<file path="config.mk">
export PLATFORM = sky130hd
export DESIGN_NAME = stack_pop_assembler_flat
export DESIGN_NICKNAME = d
export VERILOG_FILES = /design/src/rtl/stack_pop_if.sv /design/src/rtl/stack_pop_assembler.sv /design/src/flat_wrapper.sv
export SDC_FILE = /design/constraint.sdc
export NUM_CORES = 1
export LEC_CHECK = 0
export CORE_ASPECT_RATIO = 1.1
export CORE_MARGIN = 8
export CORE_UTILIZATION = 46
export DETAILED_ROUTE_END_ITERATION = 16
export PLACE_DENSITY = 0.76
export SETUP_SLACK_MARGIN = 0.1
export SLEW_MARGIN = 5
export SYNTH_ARGS = -nofsm -noshare
export SYNTH_HDL_FRONTEND = slang
export SYNTH_SLANG_ARGS = --single-unit
</file>
<file path="constraint.sdc">
create_clock -name clk -period 1.94 [get_ports clk]
set_clock_uncertainty 0.1 [all_clocks]
set_input_delay 0.388 -clock clk [delete_from_list [all_inputs] [get_ports clk]]
set_output_delay 0.388 -clock clk [all_outputs]
set_load 0.02 [all_outputs]
</file>
<file path="src/rtl/stack_pop_if.sv">
// ---------------------------------------------------------------------------
// stack_pop_if
// Read port between the stack-pop assembler and the memory-stage data memory.
//   mem_rd_en  assembler -> memory  : read request; beat accepted on rd_en && valid
//   mem_valid  memory -> assembler  : mem_data carries a popped word this cycle
//   mem_data   memory -> assembler  : popped stack word, BUS_W bits
// Modports: master = assembler side, slave = memory side.
// ---------------------------------------------------------------------------
interface stack_pop_if #(
    parameter int BUS_W = 16
) ();
    logic             mem_rd_en;
    logic             mem_valid;
    logic [BUS_W-1:0] mem_data;

    modport master (output mem_rd_en, input mem_valid, input mem_data);
    modport slave  (input mem_rd_en, output mem_valid, output mem_data);
endinterface

</file>
<file path="src/rtl/stack_pop_assembler.sv">
// ---------------------------------------------------------------------------
// stack_pop_assembler
// Collects a multi-beat value popped from the data-memory stack (PC restore
// on RET/RTI, with an optional leading flags beat for RTI) into one wide
// register and commits it atomically.
//
// Ports:
//   clk, rst_n   clock (rising edge), asynchronous active-low reset
//   start        begin a pop sequence (only honoured in IDLE)
//   with_flags   sampled with start: a flags beat precedes the PC beats
//   flush        abort any sequence in progress (wins over everything)
//   mem          stack_pop_if.master read port (mem_rd_en / mem_valid / mem_data)
//   sp_inc       registered pulse, one per accepted beat
//   busy         high whenever the FSM is not IDLE
//   done         registered pulse on the edge pc_out/flags_out are committed
//   flag_load    pulse with done when the sequence carried a flags beat
//   pc_out       last committed PC (BUS_W*NUM_BEATS bits)
//   flags_out    last committed flags (FLAG_W bits)
//   err          registered timeout pulse
//
// Build option: define STACK_POP_TIMEOUT_EN to abort a sequence after
// TIMEOUT_CYC consecutive wait cycles without an accepted beat. Without it,
// waits are unbounded and err is tied low.
// ---------------------------------------------------------------------------
module stack_pop_assembler #(
    parameter int BUS_W       = 16,
    parameter int NUM_BEATS   = 2,
    parameter int FLAG_W      = 3,
    parameter int TIMEOUT_CYC = 15
) (
    input  logic                       clk,
    input  logic                       rst_n,
    input  logic                       start,
    input  logic                       with_flags,
    input  logic                       flush,
    stack_pop_if.master                mem,
    output logic                       sp_inc,
    output logic                       busy,
    output logic                       done,
    output logic                       flag_load,
    output logic [BUS_W*NUM_BEATS-1:0] pc_out,
    output logic [FLAG_W-1:0]          flags_out,
    output logic                       err
);
    localparam int PC_W  = BUS_W * NUM_BEATS;
    localparam int IDX_W = (NUM_BEATS > 1) ? $clog2(NUM_BEATS) : 1;
    localparam logic [IDX_W-1:0] LAST_IDX = IDX_W'(NUM_BEATS - 1);

    if (NUM_BEATS < 1 || FLAG_W < 1 || FLAG_W > BUS_W || TIMEOUT_CYC < 1) begin : g_bad_params
        $error("stack_pop_assembler: illegal parameter set");
    end

    typedef enum logic [1:0] {
        S_IDLE   = 2'd0,
        S_FLAGS  = 2'd1,
        S_BEATS  = 2'd2,
        S_COMMIT = 2'd3
    } state_t;

    state_t            state, state_next;
    logic [IDX_W-1:0]  idx;
    logic [PC_W-1:0]   shadow;
    logic [FLAG_W-1:0] shadow_flags;
    logic              flag_seq;
    logic              waiting, accept, take, commit, timeout_hit;

    assign waiting       = (state == S_FLAGS) || (state == S_BEATS);
    assign mem.mem_rd_en = waiting;
    assign busy          = (state != S_IDLE);
    assign accept        = waiting && mem.mem_valid;
    // A beat arriving together with flush is dropped: nothing is written, SP is not bumped.
    assign take          = accept && !flush;

    // NOTE: every signal written here gets a default first, so no path leaves it unassigned and no latch is inferred.
    always_comb begin
        state_next = state;
        commit     = 1'b0;
        case (state)
            S_IDLE:   if (start) state_next = with_flags ? S_FLAGS : S_BEATS;
            S_FLAGS:  if (accept) state_next = S_BEATS;
            S_BEATS:  if (accept && idx == '0) state_next = S_COMMIT;
            S_COMMIT: begin
                commit     = 1'b1;
                state_next = S_IDLE;
            end
            default:  state_next = S_IDLE;
        endcase
        // Abort paths override the normal flow; in IDLE this is harmless and blocks a start.
        if (flush || timeout_hit) begin
            state_next = S_IDLE;
            commit     = 1'b0;
        end
    end

    // NOTE: sequential state uses non-blocking assignments so every register samples pre-edge values.
    always_ff @(posedge clk or negedge rst_n) begin
        if (!rst_n) state <= S_IDLE;
        else        state <= state_next;
    end

    always_ff @(posedge clk or negedge rst_n) begin
        if (!rst_n) begin
            idx          <= '0;
            // NOTE: the shadow word is reset too, so a commit can never expose power-up garbage.
            shadow       <= '0;
            shadow_flags <= '0;
            flag_seq     <= 1'b0;
            pc_out       <= '0;
            flags_out    <= '0;
            sp_inc       <= 1'b0;
            done         <= 1'b0;
            flag_load    <= 1'b0;
        end else begin
            sp_inc    <= take;
            done      <= commit;
            flag_load <= commit && flag_seq;

            if (state == S_IDLE && state_next != S_IDLE)
                flag_seq <= with_flags;

            if (take && state == S_FLAGS)
                shadow_flags <= mem.mem_data[FLAG_W-1:0];

            // Words arrive most-significant first, so idx counts down from the top slot.
            if (take && state == S_BEATS)
                shadow[idx*BUS_W +: BUS_W] <= mem.mem_data;

            if (state_next == S_BEATS && state != S_BEATS)
                idx <= LAST_IDX;
            else if (take && state == S_BEATS && idx != '0)
                idx <= idx - 1'b1;

            if (commit) begin
                pc_out <= shadow;
                if (flag_seq) flags_out <= shadow_flags;
            end
        end
    end

`ifdef STACK_POP_TIMEOUT_EN
    localparam int CNT_W = $clog2(TIMEOUT_CYC + 1);
    logic [CNT_W-1:0] wait_cnt;

    // wait_cnt holds the number of completed empty wait cycles in the current beat.
    assign timeout_hit = waiting && !accept && !flush && (wait_cnt == CNT_W'(TIMEOUT_CYC - 1));

    always_ff @(posedge clk or negedge rst_n) begin
        if (!rst_n) begin
            wait_cnt <= '0;
            err      <= 1'b0;
        end else begin
            err <= timeout_hit;
            if (accept || state_next != state) wait_cnt <= '0;
            else if (waiting)                  wait_cnt <= wait_cnt + 1'b1;
        end
    end
`else
    assign timeout_hit = 1'b0;
    assign err         = 1'b0;
`endif

endmodule
</file>
<file path="src/flat_wrapper.sv">
// flat-port wrapper written by rule: the top's interface ports become plain ports
module stack_pop_assembler_flat 
#(
    parameter int BUS_W       = 16,
    parameter int NUM_BEATS   = 2,
    parameter int FLAG_W      = 3,
    parameter int TIMEOUT_CYC = 15
)
  (clk, rst_n, start, with_flags, flush, sp_inc, busy, done, flag_load, pc_out, flags_out, err, mem_mem_rd_en, mem_mem_valid, mem_mem_data);
  stack_pop_if #(.BUS_W(BUS_W)) mem_i ();
  input  logic clk;
  input  logic rst_n;
  input  logic start;
  input  logic with_flags;
  input  logic flush;
  output logic sp_inc;
  output logic busy;
  output logic done;
  output logic flag_load;
  output logic [BUS_W*NUM_BEATS-1:0] pc_out;
  output logic [FLAG_W-1:0] flags_out;
  output logic err;
  output wire logic [$bits(mem_i.mem_rd_en)-1:0] mem_mem_rd_en;
  input wire logic [$bits(mem_i.mem_valid)-1:0] mem_mem_valid;
  input wire logic [$bits(mem_i.mem_data)-1:0] mem_mem_data;
  assign mem_mem_rd_en = mem_i.mem_rd_en;
  assign mem_i.mem_valid = mem_mem_valid;
  assign mem_i.mem_data = mem_mem_data;
  stack_pop_assembler #(.BUS_W(BUS_W), .NUM_BEATS(NUM_BEATS), .FLAG_W(FLAG_W), .TIMEOUT_CYC(TIMEOUT_CYC)) u_core (.clk(clk), .rst_n(rst_n), .start(start), .with_flags(with_flags), .flush(flush), .mem(mem_i), .sp_inc(sp_inc), .busy(busy), .done(done), .flag_load(flag_load), .pc_out(pc_out), .flags_out(flags_out), .err(err));
endmodule
</file>
Yosys cells after proc, flatten, opt, wreduce, memory -nomap -nowiden
Index checks and enable logic that the tools add are counted.

Add/subtract/negate cells: 2. Equal/unequal tests: 5. Shifts and indexed selects: 2. Muxes and demuxes: 11. Bitwise gates (word level): 1. Reduce and logical (&&, ||, !) cells: 16.

Operators by type and width (count): 5-bit negator with 34-bit output (1); 16-bit by 34-bit variable shift with 32-bit output (first input constant) (1); 16-bit by 34-bit indexed part select with 32-bit output (1); 32-bit bitwise mux (1); 2-bit two-way mux (5); 1-bit logical AND (9); 2-bit case mux with 4 select lines (1); 2-bit equality test (second input constant) (3); 2-bit nonzero test (3); 1-bit two-way mux (4); 2-bit by 1-bit equality test with 1-bit output (second input constant) (1); 2-bit zero test (1); 2-bit inequality test (second input constant) (1); 2-bit AND reduction (1); 1-bit zero test (1); 1-bit logical OR (1); 1-bit NOT (1); 1-bit subtractor (second input constant) (1).

Flip-flop bits (word level): 77. Input port bits: 22. Output and inout port bits: 41. Word-level logic and storage cells: 47.

Logic depth before layout (Yosys ltp)
Gate-level depths: netlist (run 1).

Word-level depth: 10. Depth in mapped cells: 8. Mapped depth without buffers: 6.

Least setup slack after synthesis (run 1)
Ideal clock, no wire load.

Path type: flip-flop to flip-flop. From: reg u_core.state[0]. To: reg u_core.shadow[10]. Setup time: 0.125 ns. Arrival time: 1.912 ns. Required time: 1.715 ns. Slack: -0.197 ns. Cell stages (with the launch flop): 9. Path buffers: 2. Period minus slack after synthesis: 2.137 ns. Cell sequence: dfrtp_1 -> inv_1 -> ha_1 -> and3b_1 -> buf_6 -> nand2_4 -> nor2_4 -> buf_8 -> mux2_4.

Word-level cells in the longest chain between the ends: 5. Elaborated cells between the ends (all ways): 6. Those cells by class: eq/ne: 2; reduce/logical: 4.

Ends and longest elaborated chain: from (decl) (line stack_pop_assembler.sv:60) `state_t state, state_next;`; from (signal assigned) (line stack_pop_assembler.sv:98) `else state <= state_next;`; 2-bit by 1-bit equality test with 1-bit output or 2-bit equality test (tied branches) (line stack_pop_assembler.sv:67) `assign waiting = (state == S_FLAGS) || (state == S_BEATS);`; 1-bit logical OR * (line stack_pop_assembler.sv:67); via mem_mem_rd_en (line flat_wrapper.sv:23) `output wire logic [$bits(mem_i.mem_rd_en)-1:0] mem_mem_rd_en;`; 1-bit logical AND * (line stack_pop_assembler.sv:70) `assign accept = waiting && mem.mem_valid;`; 1-bit logical AND * (line stack_pop_assembler.sv:72) `assign take = accept && !flush;`; via u_core.take (line stack_pop_assembler.sv:65) `logic waiting, accept, take, commit, timeout_hit;`; 1-bit logical AND * (line stack_pop_assembler.sv:125) `if (take && state == S_BEATS)`; to (signal, indexed assignment) (line stack_pop_assembler.sv:126) `shadow[idx*BUS_W +: BUS_W] <= mem.mem_data;`; to (decl) (line stack_pop_assembler.sv:62) `logic [PC_W-1:0] shadow;`.

The timed path passes the listed nets; every way through them passes the cells marked *. A chain may end at the register's enable or synchronous reset.

Worst setup path after layout (run 1)
From: reg u_core.state[1]. To: reg u_core.shadow[12].

Word-level cells in the longest chain between the ends: 5. Elaborated cells between the ends (all ways): 6. Those cells by class: eq/ne: 2; reduce/logical: 4.

Ends and longest elaborated chain (line): 2-bit by 1-bit equality test with 1-bit output or 2-bit equality test (tied branches) (stack_pop_assembler.sv:67, stack_pop_assembler.sv:125); 1-bit logical OR (stack_pop_assembler.sv:67); 1-bit logical AND (stack_pop_assembler.sv:70); 1-bit logical AND (stack_pop_assembler.sv:72); 1-bit logical AND * (stack_pop_assembler.sv:125).

Every way passes the cells marked *; elsewhere a longest branch is shown, timed or not.

==> metrics.yaml, run 1 <==
worst_setup_path:
  crit_path_max_fanout: 8
  worstReg2RegEnd: "u_core.shadow[12]"
  critPathLaunch: "u_core.state[1]"
  r2r_cells: 7
  worstPathCellList: "inv_2, ha_4, and3b_2, nand2_4, nor2_4, clkbuf_16, mux2_4"
  worstSetupStartpointType: "flip-flop"
  required_ns: 2.06
  reg2reg_setup_slack_ns: 0.10
  crit_arrival_ns: 1.96
  cp_slowest_cell: "dfrtp_1"
  endpoint: "u_core.shadow[12]"
  r2r-start: "u_core.state[1]"
  critPathCaptureType: "flip-flop"
  path_class: "flip-flop to flip-flop"
  critPathMaxStageDelay_ns: 0.36
clocking:
  clockBufferDepth: 2
  clk_pin_slew_ns: 0.07
  cts_sinks: 77
  worstSkewPairLatency_ns: 0.33
  cts_made_buffers: 9
  root_buffer: "clkbuf_8"
  htreeDepth: 3
  cts_tree: "done"
die:
  die_h_microns: 102
  core-area_sq_mm: 0.00656
  initial_core_util: 0.471
  fp.dieArea_sq_mm: 0.00959
  io_pins: 63
  rows: 31
  die_w_microns: 94.1
power:
  p_leak_nw: 2.20
  p_int_mw: 4.16
  p_clk_frac: 0.213
  totalPowerFinal_mw: 5.99
  p_comb_frac: 0.370
  ir_drop_mv: 0.713
  netSwitchingFraction: 0.306
  seq_power_share: 0.417
  switchingPower_mw: 1.84
  p_per_area_mw_per_mm2: 1420
synthesis:
  synth_top_area_frac: 0.624
  ys_top_cells_by_area: "dfrtp_1 (62%), mux2_2 (22%), mux2_4 (4.9%), ha_1 (1.6%), buf_6 (0.73%)"
  syn_nets: 215
  synth-seq-cells: 77
  synth_top_family_by_area: "multiplexers"
  synth.avg_cell_area_sq_um: 16.3
  syn_area_sq_mm: 0.00309
  yosys.area_share.adder: 0.0162
  synth-simple-area-share: 0.0332
  synth.top_cells.by_count: "dfrtp_1 (77), mux2_2 (61), mux2_4 (10)"
  yosysMostFrequentCell: "dfrtp_1"
  postSynthCellCount: 189
  synth_xor_area_frac: 0
  synth-seq-area-share: 0.624
  synth_top_flop_cell: "dfrtp_1"
  yosysWarningCount: 0
  synth_mux_area_frac: 0.271
  synth_compound_area_frac: 0.0263
  ys_types: 30
  synth_top_cell_by_area: "dfrtp_1"
  synthArstFlopShare: 1.00
  synth-edff-count: 0
routing:
  first_pass_iters: 4
  wl_per_cell_microns: 16.9
  drc: 0
  vias: 1771
  vias_per_cell: 4.97
  wl_microns: 6000
  drt_iter0_markers: 31
  drtAntennaViolNets: 0
cells_and_area:
  area_growth_pct: 36.3
  stdcell_area_sq_mm: 0.00421
  final_core_util: 0.642
  diodes: 0
  layout.nets: 296
  layout-drive-gt1-share: 0.438
sta:
  hold_viol: 0
  fin_crit_ns: 1.84
  whs_ns: 0.404
  slew_violations: 0
  setup_tns_ns: 0
  rsz0062_at_grt: "yes"
  fmax_ghz: 0.544
  period_share: 0.948
  finalSetupViolations: 0
grt:
  grt_max_degree: 37
  grt_pass1_vias: 1918
  antenna_found_initial: 0
  grt_pass1_wl_microns: 9750
  gr-total-overflow: 0
  grt_usage: 0.134
status:
  status: "complete, no violations"
placement:
  dpl.hpwl_microns: 4130
  place.gp.congestion: 0.791
  portBuffers: 61
  place_area_sq_mm: 0.00387
job:
  max_cap_viol_count: 0
min_path:
  min_path_type: "flip-flop to flip-flop"
-- logic make-up (layout without fill, tap and decap cells) --
group                      after synthesis  after routing
other                                    1              1
muxes                                   71             71
DFF                                     77             77
adders and majority gates                4              4
buffers and inverters                   13             97
AOI/OAI and AO/OA                        9              9
and+or+nand+nor                         14             15
-- critical path, delay by kind of cell (launching register included) --
kind	cells	cell delay, ns
AND/OR/NAND/NOR	3	0.43
flip-flops	1	0.36
multiplexers	1	0.30
adder cells (fa/ha/maj)	1	0.28
buffers and inverters	2	0.27
-- worst min-delay path by stage --
stage / from / end / slack (ns) / cells past startpoint
detailed placement: rst_n / u_core.done / 0.24 / 1
floorplan: rst_n / u_core.done / -0.008 / 0
global route: u_core.shadow[1] / u_core.shadow[1] / 0.42 / 1
finish: u_core.shadow[26] / u_core.pc_out[26] / 0.40 / 1
global placement: rst_n / u_core.done / 0.23 / 1
CTS: u_core.shadow[26] / u_core.shadow[26] / 0.41 / 1
-- cells in the final DEF (no fill, tap or decap), drive strengths merged, types with 2 or more instances in the layout --
cell type / synthesis / routed
nor2: 2 / 2
mux2: 71 / 71
ha: 4 / 4
clkbuf: 1 / 12
nand3: 1 / 2
buf: 8 / 16
dfrtp: 77 / 77
inv: 4 / 4
nand2: 6 / 6
clkdlybuf4s50: 0 / 45
bufinv: 0 / 2
dlymetal6s2s: 0 / 12
clkinv: 0 / 3
-- stage by stage --
step	std cells	setup WS (ns)
final	356	0.100
after global routing	356	0.0418
after CTS	355	0.0668
after detailed placement	336	-0.129
after global placement	336	-0.0952
after floorplan	189	-0.0840
-- routing by layer --
layer / track usage / vias up / wire length, microns / share of wire
li1: - / 823 / - / -
met1: 0.175 / 891 / 2810 / 0.47
met2: 0.199 / 47 / 2760 / 0.46
met3: 0.0382 / 10 / 330 / 0.055
met4: 0.0659 / 0 / 103 / 0.017
met5: 0 / - / 0 / 0
-- power groups by stage --
stage               Combinational [mW]  Sequential, mW  Clock [mW]
detailed placement                2.20            2.52           0
CTS                               2.25            2.51        1.31
global route                      2.36            2.58        1.38
global placement                  2.16            2.50           0
finish                            2.22            2.50        1.28
floorplan                        0.961            2.79           0
-- registers in the layout (all words and copies together), names as in the netlist --
register             flops
u_core.pc_out           32
u_core.shadow           32
u_core.flags_out         3
u_core.shadow_flags      3
u_core.state             2
u_core.done              1
u_core.flag_load         1
u_core.flag_seq          1
u_core.idx               1
u_core.sp_inc            1
-- area by class of cell --
cell class,instances,area (sq um)
well taps,82,103
fillers,500,2350
clock inverters,5,75.1
multi-input cells,100,1130
clock buffers,10,138
inverters,4,15.0
repair buffers,78,817
flip-flops and latches,77,1930
-- repair_timing --
| item | in CTS | in global routing |
|---|---|---|
| resized for setup | 13 | 18 |
| setup buffers | 1 | 1 |
| setup endpoints to repair | 35 | 49 |
| pin swaps | 5 | 0 |
| gates cloned | 2 | 0 |
| endpoints found under the hold margin | 27 | 0 |
| hold buffers | 1 | 0 |
No activity file was read; power rests on OpenSTA's default activity.
==> inputs of run 2 (changes only) <==
Settings changed: RECOVER_POWER from default to 50.
==> metrics.yaml, run 2 (synthesized netlist as in run 1, its figures left out) <==
status:
  status: "complete, no violations"
routing:
  wl_microns: 6010
  wl_per_cell_microns: 16.9
  drt_iter0_markers: 36
  first_pass_iters: 4
  vias_per_cell: 4.99
  vias: 1775
  drc: 0
  drtAntennaViolNets: 0
cells_and_area:
  mostFrequentLayoutCells: "dfrtp_1 (77), mux2_2 (55), clkdlybuf4s50_1 (45)"
  reg_top3: "u_core.pc_out: 32 flops, u_core.shadow: 32 flops"
  final_core_util: 0.624
  seq_area_sq_mm: 0.00193
  layout.nets: 296
  fillerInstances: 514
  area_growth_pct: 32.6
  layout_commonest_cell: "dfrtp_1"
  stdcell_area_sq_mm: 0.00409
  multiInputGateArea_sq_mm: 0.00113
  diodes: 0
  layout-drive-gt1-share: 0.427
sta:
  period_share: 0.954
  maxSlewHeadroom: 0.501
  tightest_slew_ns: 0.748
  hold_viol: 0
  rsz0062_at_grt: "yes"
  setup_ws_ns: 0.0888
  fin_crit_ns: 1.85
  finalSetupViolations: 0
  fmax_ghz: 0.540
  whs_ns: 0.406
  slew_violations: 0
die:
  io_pins: 63
  die_w_microns: 94.1
  core-area_sq_mm: 0.00656
  rows: 31
  fp.dieArea_sq_mm: 0.00959
  die_h_microns: 102
  initial_core_util: 0.471
clocking:
  cts_sinks: 77
  clockBufferDepth: 2
  clk_pin_slew_ns: 0.07
  worstSkewPairLatency_ns: 0.33
  htreeDepth: 3
  cts_tree: "done"
  cts_made_buffers: 9
  root_buffer: "clkbuf_8"
worst_setup_path:
  worstSetupStartpointType: "flip-flop"
  path_class: "flip-flop to flip-flop"
  crit_path_max_fanout: 8
  critPathCaptureType: "flip-flop"
  required_ns: 2.06
  crit_arrival_ns: 1.97
grt:
  grt_pass1_wl_microns: 9750
  gr-total-overflow: 0
  grt_usage: 0.134
  grt_max_degree: 37
  grt_pass1_vias: 1918
  antenna_found_initial: 0
power:
  p_leak_nw: 1.95
  ir_drop_mv: 0.708
  p_per_area_mw_per_mm2: 1440
  totalPowerFinal_mw: 5.90
placement:
  dpl.hpwl_microns: 4130
  place_area_sq_mm: 0.00387
  portBuffers: 61
  pre_cts_ws_ns: -0.129
  place.gp.congestion: 0.791
job:
  max_cap_viol_count: 0
min_path:
  min_path_type: "flip-flop to flip-flop"
run 2: changes by cell type in the layout (fill, tap and decap cells not counted), sizes merged:
cell,change
clkbuf,+16
dlymetal6s2s,-12
buf,-4
run 2: stage by stage:
stage	std cells	setup TNS, ns
2_1_floorplan	189	-0.840
3_3_place_gp	336	-4.00
3_5_place_dp	336	-5.25
4_1_cts	355	0
5_1_grt	356	0
6_report	356	0
run 2: path summary, 6_finish.rpt:
| path | from | slack [ns] | to | depth (start not counted) |
|---|---|---|---|---|
| max | u_core.state[0] | 0.09 | u_core.shadow[12] | 7 |
| min | u_core.shadow[26] | 0.41 | u_core.pc_out[26] | 1 |
| max reg2reg | u_core.state[0] | 0.09 | u_core.shadow[12] | 7 |
| min reg2reg | u_core.shadow[26] | 0.41 | u_core.pc_out[26] | 1 |
| max in group asynchronous | rst_n | 0.36 | u_core.pc_out[21] | 3 |
| min in group asynchronous | rst_n | 0.57 | u_core.flags_out[0] | 2 |
run 2: area by class of cell:
cell class / instances / area share
inverters: 4 / 0.00367
clock buffers: 10 / 0.0336
multi-input cells: 100 / 0.277
clock inverters: 5 / 0.0183
repair buffers: 78 / 0.172
well taps: 82 / 0.0251
flip-flops and latches: 77 / 0.471
run 2: timing repair:
item | CTS | global route
resized for setup | 13 | 18
buffers inserted | 1 | 1
gates cloned | 2 | 0
setup endpoints to repair | 35 | 49
pin swaps | 5 | 0
hold endpoints to repair | 27 | 0
hold buffers | 1 | 0
run 2: worst max-delay path, stage by stage (launching register included):
cell and delay [ns]:
dfrtp_1 0.35, inv_1 0.08, ha_4 0.28, and3b_2 0.22, nand2_4 0.05, nor2_4 0.16
clkbuf_16 0.20, mux2_4 0.30
run 2: layer usage:
| metal | track usage | wire, microns | vias up |
|---|---|---|---|
| met2 | 0.199 | 2770 | 47 |
| met5 | 0 | 0 | - |
| met4 | 0.0659 | 103 | 0 |
| met1 | 0.175 | 2820 | 897 |
| met3 | 0.0382 | 326 | 10 |
| li1 | - | - | 821 |
run 2: where the power goes:
group	total, mW	leakage (nW)	switching (mW)	internal, mW
sequential	2.50	1.03	0.319	2.18
combinational	2.12	0.808	0.990	1.13
clock	1.27	0.112	0.529	0.746
total	5.90	1.95	1.84	4.06
